[src/rtl/fetch_sequencer_if.sv]
// Purpose: bundles the fetch sequencer's RAM port, issue handshake, redirect/halt controls and status flags.
// Latency: none (wires only).
// Backpressure: inst_valid/inst_ready handshake on the issue side; the RAM side has none.
//
// Ports (seen from the sequencer, modport master):
//   in : start, imem_rdata, inst_ready, redirect_valid, redirect_pc, halt_req
//   out: imem_ren, imem_addr, inst_out, inst_valid, pc_out, pc_plus4, halted, misalign_err
// The slave modport is the mirror image, used by the RAM/datapath side.
interface fetch_sequencer_if #(
    parameter int IMEM_AW = 12
);
    logic               start;
    logic               imem_ren;
    logic [IMEM_AW-1:0] imem_addr;
    logic [31:0]        imem_rdata;
    logic [31:0]        inst_out;
    logic               inst_valid;
    logic               inst_ready;
    logic [31:0]        pc_out;
    logic [31:0]        pc_plus4;
    logic               redirect_valid;
    logic [31:0]        redirect_pc;
    logic               halt_req;
    logic               halted;
    logic               misalign_err;

    modport master (
        input  start, imem_rdata, inst_ready, redirect_valid, redirect_pc, halt_req,
        output imem_ren, imem_addr, inst_out, inst_valid, pc_out, pc_plus4, halted, misalign_err
    );

    modport slave (
        output start, imem_rdata, inst_ready, redirect_valid, redirect_pc, halt_req,
        input  imem_ren, imem_addr, inst_out, inst_valid, pc_out, pc_plus4, halted, misalign_err
    );
endinterface

[src/rtl/fetch_sequencer.sv]
// Purpose: multi-cycle instruction fetch controller; owns the PC, reads the sync RAM, issues one instruction at a time.
// Latency: 3 cycles per instruction minimum (FETCH -> WAIT -> ISSUE with ready high).
// Backpressure: inst_out/pc_out held in ISSUE while inst_ready is low; no RAM reads happen meanwhile.
//
// Ports:
//   clck, rst_n : clock (rising edge) and asynchronous active-low reset
//   bus         : fetch_sequencer_if master modport (RAM read port, issue handshake,
//                 redirect/halt controls, halted and sticky misalign_err flags)
module fetch_sequencer #(
    parameter logic [31:0] RESET_PC = 32'h0000_0000,
    parameter int          IMEM_AW  = 12
) (
    input  logic             clck,
    input  logic             rst_n,
    fetch_sequencer_if.master bus
);

    localparam logic [2:0] S_IDLE  = 3'd0;
    localparam logic [2:0] S_FETCH = 3'd1;
    localparam logic [2:0] S_WAIT  = 3'd2;
    localparam logic [2:0] S_ISSUE = 3'd3;
    localparam logic [2:0] S_HALT  = 3'd4;
    localparam logic [2:0] S_ERROR = 3'd5;

    logic [2:0]  state, state_nxt;
    logic [31:0] pc, pc_nxt;
    logic [31:0] inst_q;
    logic        err_q, err_nxt;
    logic        handshake;
    logic        target_misaligned;

    assign handshake         = (state == S_ISSUE) && bus.inst_ready;
    assign target_misaligned = bus.redirect_valid && (bus.redirect_pc[1:0] != 2'b00);

    always_comb begin
        state_nxt = state;
        pc_nxt    = pc;
        err_nxt   = err_q;
        case (state)
            S_IDLE:  if (bus.start) state_nxt = S_FETCH;
            S_FETCH: state_nxt = S_WAIT;
            S_WAIT:  state_nxt = S_ISSUE;
            S_ISSUE: begin
                // Redirect and halt belong to the instruction being retired, so
                // they are only looked at on the handshake cycle.
                if (handshake) begin
                    if (target_misaligned) begin
                        // PC is left pointing at the offending instruction for debug.
                        state_nxt = S_ERROR;
                        err_nxt   = 1'b1;
                    end else begin
                        pc_nxt    = bus.redirect_valid ? bus.redirect_pc : pc + 32'd4;
                        // HALT keeps the already-updated PC so resume fetches the successor.
                        state_nxt = bus.halt_req ? S_HALT : S_FETCH;
                    end
                end
            end
            S_HALT:  if (bus.start) state_nxt = S_FETCH;
            S_ERROR: state_nxt = S_ERROR;
            default: state_nxt = S_IDLE;
        endcase
    end

    always_ff @(posedge clck or negedge rst_n) begin
        if (!rst_n) begin
            state  <= S_IDLE;
            pc     <= RESET_PC;
            inst_q <= 32'h0;
            err_q  <= 1'b0;
        end else begin
            state <= state_nxt;
            pc    <= pc_nxt;
            err_q <= err_nxt;
            if (state == S_WAIT) begin
                inst_q <= bus.imem_rdata;
            end
        end
    end

    // All outputs decode directly from registers, so an asserted reset clears
    // them in the same cycle and any in-flight RAM data is simply never captured.
    assign bus.imem_ren     = (state == S_FETCH);
    assign bus.imem_addr    = pc[IMEM_AW+1:2];
    assign bus.inst_out     = inst_q;
    assign bus.inst_valid   = (state == S_ISSUE);
    assign bus.pc_out       = pc;
    assign bus.pc_plus4     = pc + 32'd4;
    assign bus.halted       = (state == S_HALT);
    assign bus.misalign_err = err_q;

endmodule

[src/flat_wrapper.sv]
// flat-port wrapper written by rule: the top's interface ports become plain ports
module fetch_sequencer_flat 
#(
    parameter logic [31:0] RESET_PC = 32'h0000_0000,
    parameter int          IMEM_AW  = 12
)
  (clck, rst_n, bus_start, bus_imem_rdata, bus_inst_ready, bus_redirect_valid, bus_redirect_pc, bus_halt_req, bus_imem_ren, bus_imem_addr, bus_inst_out, bus_inst_valid, bus_pc_out, bus_pc_plus4, bus_halted, bus_misalign_err);
  fetch_sequencer_if #(.IMEM_AW(IMEM_AW)) bus_i ();
  input  logic clck;
  input  logic rst_n;
  input wire logic [$bits(bus_i.start)-1:0] bus_start;
  input wire logic [$bits(bus_i.imem_rdata)-1:0] bus_imem_rdata;
  input wire logic [$bits(bus_i.inst_ready)-1:0] bus_inst_ready;
  input wire logic [$bits(bus_i.redirect_valid)-1:0] bus_redirect_valid;
  input wire logic [$bits(bus_i.redirect_pc)-1:0] bus_redirect_pc;
  input wire logic [$bits(bus_i.halt_req)-1:0] bus_halt_req;
  output wire logic [$bits(bus_i.imem_ren)-1:0] bus_imem_ren;
  output wire logic [$bits(bus_i.imem_addr)-1:0] bus_imem_addr;
  output wire logic [$bits(bus_i.inst_out)-1:0] bus_inst_out;
  output wire logic [$bits(bus_i.inst_valid)-1:0] bus_inst_valid;
  output wire logic [$bits(bus_i.pc_out)-1:0] bus_pc_out;
  output wire logic [$bits(bus_i.pc_plus4)-1:0] bus_pc_plus4;
  output wire logic [$bits(bus_i.halted)-1:0] bus_halted;
  output wire logic [$bits(bus_i.misalign_err)-1:0] bus_misalign_err;
  assign bus_i.start = bus_start;
  assign bus_i.imem_rdata = bus_imem_rdata;
  assign bus_i.inst_ready = bus_inst_ready;
  assign bus_i.redirect_valid = bus_redirect_valid;
  assign bus_i.redirect_pc = bus_redirect_pc;
  assign bus_i.halt_req = bus_halt_req;
  assign bus_imem_ren = bus_i.imem_ren;
  assign bus_imem_addr = bus_i.imem_addr;
  assign bus_inst_out = bus_i.inst_out;
  assign bus_inst_valid = bus_i.inst_valid;
  assign bus_pc_out = bus_i.pc_out;
  assign bus_pc_plus4 = bus_i.pc_plus4;
  assign bus_halted = bus_i.halted;
  assign bus_misalign_err = bus_i.misalign_err;
  fetch_sequencer #(.RESET_PC(RESET_PC), .IMEM_AW(IMEM_AW)) u_core (.clck(clck), .rst_n(rst_n), .bus(bus_i));
endmodule
[config.mk]
export PLATFORM = sky130hd
export DESIGN_NAME = fetch_sequencer_flat
export DESIGN_NICKNAME = d
export VERILOG_FILES = /design/src/rtl/fetch_sequencer_if.sv /design/src/rtl/fetch_sequencer.sv /design/src/flat_wrapper.sv
export SDC_FILE = /design/constraint.sdc
export NUM_CORES = 1
export LEC_CHECK = 0
export CAP_MARGIN = 25
export CORE_ASPECT_RATIO = 0.5
export CORE_UTILIZATION = 43
export DETAILED_ROUTE_END_ITERATION = 12
export GPL_TIMING_DRIVEN = 0
export PLACE_DENSITY = 0.82
export RECOVER_POWER = 100
export SLEW_MARGIN = 15
export SYNTH_ARGS = -nofsm -noshare
export SYNTH_HDL_FRONTEND = slang
export SYNTH_SLANG_ARGS = --single-unit
[constraint.sdc]
create_clock -name clck -period 2.5 [get_ports clck]
set_clock_uncertainty 0.2 [all_clocks]
set_input_delay 0.375 -clock clck [delete_from_list [all_inputs] [get_ports clck]]
set_output_delay 0.375 -clock clck [all_outputs]
set_load 0.01 [all_outputs]
==> impl_metrics.csv, run 1 <==
group,metric,value,unit
status,status,"finished with violations",
status,violations,"setup timing",
setup_path,r2r-start,"u_core.bus.pc_out[10]",
setup_path,arrival,2.26,ns
placement,port-buffer-count,181,
synth,yosysWarnings,0,
timing,max_slew_margin,0.489,
placement,dp_hpwl,9.43,mm
timing,finalCritPeriodShare,1.13,
floorplanning,start_util,0.458,
synth,synth_top_area_cell,"dfrtp_1",
routing,drt_iter0_drc,466,
synth,synth_fa_ha_area_frac,0.00303,
routing,dr.pass1.iters,5,
synth,synth-edff-count,0,
routing,detail-route-antenna-nets,0,
final_layout,diodes,0,
routing,drc_errors,0,
synth,synth_top_area_frac,0.413,
worst_hold_path,holdCritStartpoint,"u_core.bus.misalign_err",
synth,syn-num-nets,496,
global_routing,grt_antenna_before_repair,0,
flow_run,maxCapViolCount,0,
clock_tree,htree_levels,3,
final_layout,layout.nets,763,
clock_tree,cts_buffers,9,
floorplanning,die_area,10000,um2
clock_tree,clkTransAtPathRegs,0.06,ns
worst_hold_path,hold_depth,1,
setup_path,r2r_cells,11,
floorplanning,rows,24,
clock_tree,cts_root_buf,"clkbuf_16",
placement,dp.cells,724,
synth,synth_cell_type_count,52,
routing,via_count,4708,
setup_path,crit_chain,"buf_6 > nand3_4 > or4_4 > buf_12 > buf_6 > nor3_4 > xor2_1 > buf_2",
global_routing,grt_busiest_layer,"met2",
timing,slew_violations,0,
global_routing,grt_pass1_wl,22.4,mm
synth,syn_area,4120,um2
clock_tree,cts_tree,"done",
placement,gp_congestion,0.902,
setup_path,cp.depth,8,
floorplanning,core,9010,um2
synth,synthArstFlopShare,1.00,
timing,fin_ws,-0.336,ns
floorplanning,ios,182,
synth,synth_top_family_by_area,"simple AND/OR/NAND/NOR gates",
setup_path,crit_fanout,8,
setup_path,critPathTopFamily,"simple AND/OR/NAND/NOR gates",
timing,final.setup.tns,-3.49,ns
timing,min_period,2.84,ns
global_routing,use_met2,0.506,
synth,synth.area.mux_share,0.126,
timing,max_freq,353,MHz
power,p_per_area,898,nW/um2
routing,wl_per_cell,19.4,um
synth,yosys-top-cells-count,"68 x dfrtp_1, 38 x nand2_1, 36 x mux2_2, 27 x clkbuf_1, 23 x o22ai_1",
power,peakVddDrop,0.807,mV
synth,synthSimpleGateAreaFrac,0.167,
setup_path,crit_type,"flop to output pin",
setup_path,crit_top_cell,"buf_6",
setup_path,crit_required,1.92,ns
floorplanning,die_w,140,um
global_routing,met3_usage,0.0789,
synth,synthXorXnorAreaFrac,0.0595,
synth,synth-seq-area-share,0.413,
synth,ys_ff_latch,68,
synth,synth.avg_cell_area,9.70,um2
global_routing,grt_pass1_vias,4403,
setup_path,path_buf_inv,4,
timing,worst_pin_slew,0.767,ns
final_layout,layout-drive-gt1-share,0.350,
setup_path,slowest_delay,0.53,ns
final_layout,area_delta_synth_final,76.8,%
global_routing,met1_usage,0.345,
synth,synth_compound_area_frac,0.157,
synth,yosysMostFrequentCell,"dfrtp_1",
clock_tree,clk_latency,0.33,ns
setup_path,critPathLaunch,"u_core.bus.pc_out[10]",
setup_path,critPathSlowestCell,"or4_4",
final_layout,fin_cells,814,
routing,viasPerCell,5.78,
global_routing,grt_usage,0.290,
global_routing,grt_max_degree,38,
timing,hold_viol,0,
setup_path,worstSetupStartpointType,"flop",
synth,synthTopCellsByArea,"dfrtp_1 41%, mux2_2 9.8%, xnor2_1 4.0%, o22ai_1 3.5%, nand2_1 3.5%",
timing,rsz0062_at_grt,"yes",
timing,setup_viol,20,
clock_tree,cts.path.max_buffers,2,
floorplanning,fp.dieH,71.3,um
setup_path,worstSetupEndpointType,"output pin",
worst_hold_path,hp-class,"flop to flop",
global_routing,grt_remaining_overflow,0,
routing,wl,15.8,mm
power,power_leakage,0.00322,uW
clock_tree,tritoncts_num_sinks,68,
synth,synth_top_flop_cell,"dfrtp_1",
synth,syn_inst,425,
==> flip-flops by register name, indices dropped and copies added, names as in the netlist <==
signal / flops
u_core.bus.inst_out: 32
u_core.bus.misalign_err: 1
u_core.bus.pc_out: 32
u_core.state: 3
==> report_power, final <==
group / total (uW) / switching, uW / internal [uW]
Sequential: 1850 / 318 / 1530
Clock: 1240 / 530 / 706
Combinational: 3470 / 1550 / 1910
==> cells by family (layout without fill, tap and decap cells) <==
kind of cell,after synthesis,count (layout)
and+or+nand+nor,127,127
adders and majority gates,1,1
DFF,68,68
buffers and inverters,63,335
xor gates and xnor gates,28,28
AOI/OAI and AO/OA,91,91
muxes,47,47
==> area by class of cell <==
| class | instances | area, um2 |
|---|---|---|
| clock buffer | 10 | 239 |
| sequential | 68 | 1710 |
| multi-input combinational | 294 | 2430 |
| tap | 117 | 146 |
| inverter | 8 | 30.0 |
| buffer | 48 | 312 |
| fill | 526 | 1720 |
| clock inverter | 6 | 47.5 |
| timing repair buffer | 263 | 2370 |
==> placed cells by master (no fill, tap or decap), types with 6 or more instances in the layout <==
cell / instances
o21a_1: 6
dfrtp_1: 59
o22ai_1: 23
nor2_1: 16
xnor2_2: 10
nor3_4: 6
buf_6: 20
clkbuf_1: 19
mux2i_1: 9
xnor2_1: 9
xor2_1: 9
nand4_1: 8
mux2_2: 36
inv_1: 8
buf_2: 19
clkbuf_16: 9
nand3_1: 11
dfrtp_2: 9
clkbuf_2: 8
clkdlybuf4s50_1: 110
o21ai_0: 7
buf_4: 81
a21oi_1: 14
a22o_1: 6
dlygate4sd3_1: 45
nand2_1: 35
==> final timing paths <==
path | endpoint | slack [ns]
min in group asynchronous | u_core.bus.inst_out[14] | 0.45
worst max register to register | u_core.bus.pc_out[21] | 0
worst min register to register | u_core.bus.misalign_err | 0.27
max in group asynchronous | u_core.bus.pc_out[18] | 0.49
worst max-delay path | bus_pc_plus4[24] | -0.34
worst min-delay path | u_core.bus.misalign_err | 0.27
==> layer usage <==
layer | vias to the layer above | share of wire
met4 | 0 | 0.038
met1 | 2235 | 0.38
li1 | 2075 | -
met2 | 332 | 0.48
met3 | 66 | 0.099
met5 | - | 0
==> repair_timing <==
item,4_1_cts,5_1_grt
endpoints found under the hold margin,31,0
pin swaps,24,22
setup buffers,51,35
hold buffers,1,0
setup endpoints to repair,29,50
gates resized for setup,141,56
==> per-stage QoR <==
step / hold slack [ns] / total power (uW) / setup WS, ns / util / cell area [um2]
after global routing: 0.296 / 6850 / -0.384 / 0.809 / 7290
after detailed placement: 0.142 / 5130 / -0.603 / 0.678 / 6110
after global placement: 0.264 / 5050 / -1.57 / 0.676 / 6090
final: 0.267 / 6550 / -0.336 / 0.809 / 7290
after CTS: 0.278 / 6460 / -0.408 / 0.769 / 6930
after floorplan: -0.121 / 3460 / 0.0573 / - / 4140
(Power assumes the default switching activity.)
==> run 2, diff against run 1 <==
TNS_END_PERCENT = 5   (was default)
==> impl_metrics.csv, run 2 (synthesis gave the netlist of run 1 again) <==
group,metric,value,unit
setup_path,critPathTopFamily,"simple AND/OR/NAND/NOR gates",
clock_tree,cts_tree,"done",
clock_tree,cts.path.max_buffers,2,
setup_path,endpoint,"bus_pc_plus4[31]",
routing,detail-route-antenna-nets,0,
timing,finalCritPeriodShare,1.12,
clock_tree,tritoncts_num_sinks,68,
floorplanning,core,9010,um2
global_routing,grt_usage,0.267,
routing,wl,13.4,mm
routing,viasPerCell,5.58,
setup_path,worstSetupEndpointType,"output pin",
setup_path,worstSetupStartpointType,"flop",
timing,hold_viol,0,
final_layout,final_cell_mix,"133 x clkdlybuf4s50_1, 58 x dfrtp_1, 36 x buf_4, 36 x mux2_2, 35 x nand2_1",
setup_path,crit_chain,"inv_1 > or4_4 > buf_12 > nor4_4 > nand2_1 > xnor2_2 > buf_2",
timing,min_period,2.81,ns
global_routing,grt_max_degree,38,
setup_path,r2r_slack,0.01,ns
timing,slew_violations,0,
global_routing,grt_pass1_vias,4121,
final_layout,fillers,634,
setup_path,crit_required,1.92,ns
routing,drt_iter0_drc,371,
placement,dp_hpwl,9.43,mm
floorplanning,ios,182,
final_layout,layout.nets,703,
placement,port-buffer-count,181,
setup_path,slowest_delay,0.56,ns
clock_tree,clkTransAtPathRegs,0.06,ns
setup_path,r2r_cells,5,
setup_path,crit_type,"flop to output pin",
setup_path,critPathLaunch,"u_core.bus.pc_out[19]",
final_layout,fin_cells,754,
timing,rsz0062_at_grt,"yes",
final_layout,area_delta_synth_final,62.1,%
floorplanning,die_area,10000,um2
floorplanning,start_util,0.458,
final_layout,layout-drive-gt1-share,0.264,
final_layout,fin_util,0.742,
timing,max_freq,356,MHz
status,status,"finished with violations",
setup_path,timing.rr.end,"u_core.bus.pc_out[12]",
floorplanning,die_w,140,um
placement,post-place-ws,-0.603,ns
routing,via_count,4208,
timing,worst_pin_slew,0.767,ns
worst_hold_path,hp-class,"flop to flop",
floorplanning,rows,24,
setup_path,path_buf_inv,3,
placement,gp_congestion,0.902,
final_layout,fin_area,6690,um2
placement,dpl_cell_area,6110,um2
status,violations,"setup timing",
clock_tree,clk_latency,0.33,ns
power,p_per_area,950,nW/um2
routing,wl_per_cell,17.8,um
setup_path,r2r-start,"u_core.state[2]",
placement,dp.cells,724,
setup_path,critPathSlowestCell,"or4_4",
final_layout,diodes,0,
timing,fin_ws,-0.312,ns
clock_tree,htree_levels,3,
routing,drc_errors,0,
clock_tree,cts_root_buf,"clkbuf_16",
power,power_leakage,0.00280,uW
setup_path,arrival,2.24,ns
global_routing,grt_pass1_wl,20.8,mm
clock_tree,cts_buffers,9,
timing,setup_viol,15,
floorplanning,fp.dieH,71.3,um
global_routing,grt_remaining_overflow,0,
global_routing,grt_antenna_before_repair,0,
timing,max_slew_margin,0.489,
setup_path,crit_fanout,8,
flow_run,maxCapViolCount,0,
routing,dr.pass1.iters,5,
timing,final.setup.tns,-2.30,ns
power,peakVddDrop,0.820,mV
final_layout,layout_commonest_cell,"clkdlybuf4s50_1",
setup_path,cp.depth,7,
[run 2: cell count changes in the layout (fill, tap and decap cells not counted), sizes merged]
cell,change
buf,-67
clkdlybuf4s50,+23
dlymetal6s2s,+2
dlygate4sd2,+2
clkbuf,+2
dlygate4sd3,-22
[run 2: what timing repair did]
item                                    CTS  global route
hold endpoints to repair                 31             0
resized for setup                       102            37
pin swaps                                18             7
buffers inserted                         17             2
hold buffers                              1             0
endpoints found under the setup margin   29            50
[run 2: worst min-delay path by stage]
| stage | from | to | slack [ns] | depth (start not counted) |
|---|---|---|---|---|
| final | u_core.bus.misalign_err | u_core.bus.misalign_err | 0.27 | 1 |
| after CTS | u_core.bus.misalign_err | u_core.bus.misalign_err | 0.28 | 1 |
| after global routing | u_core.bus.misalign_err | u_core.bus.misalign_err | 0.30 | 1 |
| after global placement | u_core.bus.misalign_err | u_core.bus.misalign_err | 0.26 | 1 |
| after floorplan | rst_n | u_core.bus.inst_out[0] | -0.12 | 0 |
| after detailed placement | rst_n | u_core.bus.inst_out[14] | 0.14 | 1 |
[run 2: power by group]
part	switching [uW]	internal, uW	leakage, uW
Clock	515	705	0.000128
Combinational	1410	1840	0.00187
Sequential	350	1530	0.000808
[run 2: worst register-to-register path, cell delays in order (launching register included)]
cell and delay, ns:
dfrtp_1 0.36, clkbuf_1 0.18, and4b_1 0.43, clkbuf_1 0.46, nand2b_1 0.39, o221a_2 0.36
[run 2: cell type report]
cell class	count	area, um2	share of cell area
plain buffers	49	307	0.0459
clock buffers	10	239	0.0357
clock inverters	6	47.5	0.00711
inverters	8	30.0	0.00449
multi-input cells	294	2310	0.346
flip-flops and latches	68	1710	0.256
well taps	117	146	0.0219
repair buffers	202	1890	0.283
[run 2: per-stage QoR]
| stage | hold WS [ns] | power (uW) |
|---|---|---|
| finish | 0.268 | 6350 |
| global route | 0.296 | 6680 |
| CTS | 0.278 | 6440 |
| detailed placement | 0.142 | 5130 |
| global placement | 0.264 | 5050 |
| floorplan | -0.121 | 3460 |
[run 2: routing by layer]
metal / vias to the layer above / global-route usage / wire (um)
met1: 2017 / 0.328 / 5500
met4: 0 / 0.0773 / 208
met2: 222 / 0.462 / 6530
met3: 20 / 0.0795 / 1170
met5: - / 0 / 0
li1: 1949 / - / -
